## src/rtl/instr_encoder.sv

```systemverilog
// Packs opcode/rs/rt/rd/imm into 32-bit words, buffers them and streams them to imem.
// Optional ENC_ERR_EN adds err_conflict: flags I-type sets whose rd disagrees with imm[15:11].
module instr_encoder #(
    parameter int FIFO_DEPTH = 4,
    parameter int ADDR_W     = 10,
    parameter int BASE_ADDR  = 0,
    parameter int MEM_WORDS  = 256
) (
    input  logic              clk,
    input  logic              rst_n,
    input  logic              in_valid,
    output logic              in_ready,
    input  logic [5:0]        opcode,
    input  logic [4:0]        rs,
    input  logic [4:0]        rt,
    input  logic [4:0]        rd,
    input  logic [15:0]       imm,
    input  logic              rewind,
    output logic              wr_valid,
    input  logic              wr_ready,
    output logic [ADDR_W-1:0] wr_addr,
    output logic [31:0]       wr_data,
    output logic              mem_full,
    output logic [ADDR_W:0]   words_written
`ifdef ENC_ERR_EN
    ,
    output logic              err_conflict
`endif
);

    localparam int PTR_W = $clog2(FIFO_DEPTH);
    localparam int CNT_W = PTR_W + 1;
    localparam logic [ADDR_W-1:0] BASE_C      = ADDR_W'(BASE_ADDR);
    localparam logic [ADDR_W:0]   MEM_WORDS_C = (ADDR_W + 1)'(MEM_WORDS);
    localparam logic [CNT_W-1:0]  DEPTH_C     = CNT_W'(FIFO_DEPTH);

    typedef enum logic [1:0] {IDLE, WRITE, FULL} state_t;

    state_t            state_reg, state_next;
    logic [31:0]       mem [FIFO_DEPTH];
    logic [PTR_W-1:0]  rd_ptr_reg, rd_ptr_next;
    logic [PTR_W-1:0]  wr_ptr_reg, wr_ptr_next;
    logic [CNT_W-1:0]  count_reg, count_next, remain;
    logic [ADDR_W-1:0] addr_reg, addr_next;
    logic [ADDR_W:0]   words_reg, words_next;
    logic [31:0]       data_reg, data_next;
    logic              valid_reg, full_reg;
    logic [31:0]       in_word;
    logic              fire_in, fire_out;

    assign in_ready      = (count_reg != DEPTH_C) && !full_reg;
    assign fire_in       = in_valid && in_ready;
    assign fire_out      = valid_reg && wr_ready;
    assign wr_valid      = valid_reg;
    assign wr_addr       = addr_reg;
    assign wr_data       = data_reg;
    assign mem_full      = full_reg;
    assign words_written = words_reg;

    always_comb begin
        in_word = {opcode, rs, rt, imm};
        if (opcode == 6'h00)
            in_word = {opcode, rs, rt, rd, imm[10:0]};
    end

    always_comb begin
        count_next  = count_reg + CNT_W'(fire_in) - CNT_W'(fire_out);
        rd_ptr_next = rd_ptr_reg + PTR_W'(fire_out);
        wr_ptr_next = wr_ptr_reg + PTR_W'(fire_in);
        remain      = count_reg - CNT_W'(fire_out);

        // Output word register tracks the post-edge FIFO head; an empty FIFO bypasses the incoming word.
        data_next = data_reg;
        if (count_next != '0)
            data_next = (remain == '0) ? in_word : mem[rd_ptr_next];

        addr_next  = addr_reg;
        words_next = words_reg;
        if (rewind) begin
            addr_next  = BASE_C;
            words_next = '0;
        end else if (fire_out) begin
            addr_next  = addr_reg + ADDR_W'(1);
            words_next = words_reg + (ADDR_W + 1)'(1);
        end

        state_next = state_reg;
        if (rewind) begin
            state_next = (count_next != '0) ? WRITE : IDLE;
        end else begin
            case (state_reg)
                IDLE:    if (count_next != '0) state_next = WRITE;
                WRITE: begin
                    if (fire_out && words_next == MEM_WORDS_C)
                        state_next = FULL;
                    else if (count_next == '0)
                        state_next = IDLE;
                end
                FULL:    state_next = FULL;
                default: state_next = IDLE;
            endcase
        end
    end

    always_ff @(posedge clk or negedge rst_n) begin
        if (!rst_n) begin
            state_reg  <= IDLE;
            rd_ptr_reg <= '0;
            wr_ptr_reg <= '0;
            count_reg  <= '0;
            addr_reg   <= BASE_C;
            words_reg  <= '0;
            data_reg   <= '0;
            valid_reg  <= 1'b0;
            full_reg   <= 1'b0;
        end else begin
            state_reg  <= state_next;
            rd_ptr_reg <= rd_ptr_next;
            wr_ptr_reg <= wr_ptr_next;
            count_reg  <= count_next;
            addr_reg   <= addr_next;
            words_reg  <= words_next;
            data_reg   <= data_next;
            valid_reg  <= (state_next == WRITE);
            full_reg   <= (state_next == FULL);
        end
    end

    always_ff @(posedge clk) begin
        if (fire_in)
            mem[wr_ptr_reg] <= in_word;
    end

`ifdef ENC_ERR_EN
    logic err_reg;

    always_ff @(posedge clk or negedge rst_n) begin
        if (!rst_n)
            err_reg <= 1'b0;
        else
            err_reg <= fire_in && (opcode != 6'h00) && (rd != imm[15:11]);
    end

    assign err_conflict = err_reg;
`endif

endmodule
```

## config.mk

```make
export PLATFORM = sky130hd
export DESIGN_NAME = instr_encoder
export DESIGN_NICKNAME = d
export VERILOG_FILES = /design/src/rtl/instr_encoder.sv
export SDC_FILE = /design/constraint.sdc
export NUM_CORES = 1
export LEC_CHECK = 0
export CAP_MARGIN = 10
export CORE_MARGIN = 2
export CORE_UTILIZATION = 25
export DETAILED_ROUTE_END_ITERATION = 8
export PLACE_DENSITY = 0.45
export SKIP_CTS_REPAIR_TIMING = 1
export SLEW_MARGIN = 20
export SYNTH_ARGS = -nofsm -noshare
export SYNTH_HDL_FRONTEND = slang
export SYNTH_SLANG_ARGS = --single-unit
```

## constraint.sdc

```tcl
create_clock -name clk -period 4.8 [get_ports clk]
set_input_delay 0.96 -clock clk [delete_from_list [all_inputs] [get_ports clk]]
set_output_delay 0.96 -clock clk [all_outputs]
set_load 0.03 [all_outputs]
```

==> results.json <==
{
  "layout.nets": 626,
  "cpMaxStageDelayCell": "clkdlybuf4s50_1",
  "final_common_cell": "edfxtp_1",
  "start_kind": "input pin",
  "port_buffers": 97,
  "h-tree-depth": 4,
  "cts.clk_slew.worst_paths_ns": 0.07,
  "regMostFlops": "mem",
  "drtAntennaViolNets": 0,
  "wl_per_cell_um": 17.91,
  "drive_above_1_share": 0.1783,
  "initial_core_util": 0.2533,
  "internal_power_mw": 4.122,
  "yosysWarnings": 0,
  "fp.dieH_um": 180.1,
  "syn_inst": 469,
  "cts.path.max_buffers": 2,
  "final.min_clock_period_ns": 3.503,
  "critPathKind": "input pin to flip-flop",
  "maxCapViolCount": 0,
  "worstPathArrival_ns": 3.82,
  "worst_slew_pin_slew_ns": 0.9579,
  "drtIter0Drc": 307,
  "area_growth_pct": 28.00,
  "wirelength_um": 17660,
  "outcome": "finished, final reports clean",
  "drv_slew": 0,
  "dp_hpwl_um": 10750,
  "grt_pass1_vias": 4685,
  "slew_headroom": 0.3614,
  "synth.avg_cell_area_sq_um": 16.52,
  "fmax_mhz": 285.5,
  "pre_cts_ws_ns": 0.8200,
  "insertion_delay_ns": 0.44,
  "antenna_found_initial": 3,
  "vias_per_cell": 4.423,
  "final_cell_mix": "edfxtp_1 (128), clkdlybuf4s50_1 (96), dfrtp_1 (64), nand2_1 (48)",
  "dieArea_sq_um": 32420,
  "ys_ff_latch": 192,
  "syn-num-nets": 519,
  "fin_ws_ns": 1.297,
  "numCtsBuffers": 17,
  "finalSetupViolCount": 0,
  "hold_violations": 0,
  "leakage_nw": 3.620,
  "yosysUniqueCellTypes": 34,
  "place_inst": 953,
  "clkSinkCount": 192,
  "crit_required_ns": 5.11,
  "swShare": 0.3582,
  "grt_max_degree": 65,
  "fin_crit_sh": 0.7297,
  "drt_first_pass_iters": 4,
  "end_kind": "flip-flop",
  "ys_seq_area_frac": 0.7027,
  "cp_max_fo": 36,
  "die_w_um": 180.1,
  "critPathTopFamily": "buffers and inverters",
  "synth_area_sq_um": 7749,
  "netlist_top_cells_area": "edfxtp_1 (50%), dfrtp_1 (21%), mux4_2 (9.3%), mux2i_1 (3.5%), nand2_1 (2.3%)",
  "peakVddDrop_mv": 0.2872,
  "place.gp.congestion": 0.6977,
  "finalSetupTns_ns": 0,
  "max_stage_delay_ns": 0.46,
  "comb_power_share": 0.392,
  "p_per_area_nw_per_um2": 647.7,
  "grt_pass1_wl_um": 27880,
  "clkPwrFrac": 0.235,
  "fillers": 3021,
  "cts_tree": "done",
  "grt_usage": 0.1139,
  "critPathBufInv": 4,
  "synth_top_cell_area_share": 0.4960,
  "hp-class": "flip-flop to flip-flop",
  "pwr-share-seq": 0.373,
  "dr_total_vias": 4361,
  "largest_reg_flops": 128,
  "io_pins": 98,
  "drc": 0,
  "cts-root-buf": "clkbuf_16",
  "yosysTopAreaCell": "edfxtp_1",
  "cp_cell_sequence": "clkdlybuf4s50_1 > nand2_1 > inv_1 > ha_1 > inv_1 > ha_1 > fa_1 > xnor2_1 > xnor2_1 > nor3_2 > buf_4 > mux2_2",
  "core_area_sq_um": 30590,
  "skew_ns": 0.01486,
  "grt_overflow_total": 0,
  "instances_no_fill": 986,
  "finalCoreUtilization": 0.3242,
  "p_sw_mw": 2.301,
  "rows": 64,
  "grt_setup_unrepaired": "false"
}
worst register-to-register path: stages (launching register included):
cell,delay (ns)
dfrtp_1,0.32
inv_1,0.10
a31oi_1,0.33
nand2_1,0.20
ha_1,0.32
inv_1,0.05
ha_1,0.19
fa_1,0.38
xnor2_1,0.15
xnor2_1,0.16
nor3_2,0.15
buf_4,0.39
mux2_2,0.40
per-layer routing:
| layer | vias to the layer above | GRT usage | wire length [um] | share of wire |
|---|---|---|---|---|
| li1 | 1998 | - | - | - |
| met2 | 88 | 0.1862 | 8587 | 0.49 |
| met3 | 16 | 0.03577 | 856 | 0.048 |
| met1 | 2255 | 0.1481 | 8033 | 0.45 |
| met4 | 4 | 0.02710 | 151 | 0.0086 |
| met5 | - | 0 | 27 | 0.0015 |
power groups by stage:
stage,logic [mW],clock network [mW],registers (mW)
floorplan,1.40,0,2.68
global placement,2.57,0,2.42
detailed placement,2.61,0,2.44
CTS,2.61,1.57,2.40
global route,2.78,1.64,2.44
finish,2.52,1.51,2.40
cells by family (layout without fill, tap and decap cells):
kind of cell | count (synthesis) | in the layout | synth area share
compound gates | 48 | 48 | 0.03455
xor+xnor | 22 | 22 | 0.02487
fa+ha+maj | 8 | 8 | 0.01389
buf+inv | 28 | 148 | 0.01469
flops | 192 | 192 | 0.7027
mux | 74 | 74 | 0.1497
other cells | 0 | 1 | 0
simple gates | 97 | 97 | 0.05958
metrics by stage:
step	cell area (sq um)	total power [mW]	hold WS [ns]
after floorplan	7749	4.080	0.4723
final	9918	6.424	0.4833
after detailed placement	9273	5.042	0.4730
after global placement	9273	4.989	0.4631
after global routing	9916	6.863	0.5227
after CTS	9916	6.582	0.4942
final cells by class:
type                       instances  area, sq um  area share
antenna                            1        2.502   0.0002523
clock buffer                      17        425.4     0.04289
clock inverter                    15        217.7     0.02195
inverter                           9        33.78    0.003406
multi-input combinational        249         2242      0.2261
sequential                       192         5445      0.5490
tap                              396        495.5     0.04996
timing repair buffer             107         1056      0.1065
final timing paths:
kind / from / end / slack (ns) / depth (start not counted)
worst max-delay path: wr_ready / wr_data[15] / 1.30 / 12
worst min-delay path: wr_data[26] / wr_data[26] / 0.48 / 2
worst max register to register: count_reg[1] / wr_data[15] / 1.54 / 12
worst min register to register: wr_data[26] / wr_data[26] / 0.48 / 2
max in group asynchronous: rst_n / wr_data[27] / 3.53 / 1
min in group asynchronous: rst_n / words_written[5] / 0.66 / 1
cells in the mapped netlist:
cell type / number
edfxtp_1: 128
dfrtp_1: 64
nand2_1: 48
mux4_2: 32
o21ai_0: 32
mux2i_1: 27
nor2_1: 19
mux2_2: 15
xor2_1: 13
clkbuf_1: 9
inv_1: 9
xnor2_1: 9
a21oi_1: 7
buf_2: 7
ha_1: 7
and3_1: 6
nand3_1: 4
nor4_1: 4
buf_1: 3
nand4_1: 3
nor3_1: 3
o31a_1: 3
or3_1: 3
a31oi_1: 2
nand4_2: 2
o31ai_1: 2
a21oi_2: 1
a311o_1: 1
and4_1: 1
fa_1: 1
or3_2: 1
or4_2: 1
or4_4: 1
or4b_4: 1
(Power assumes the default switching activity.)
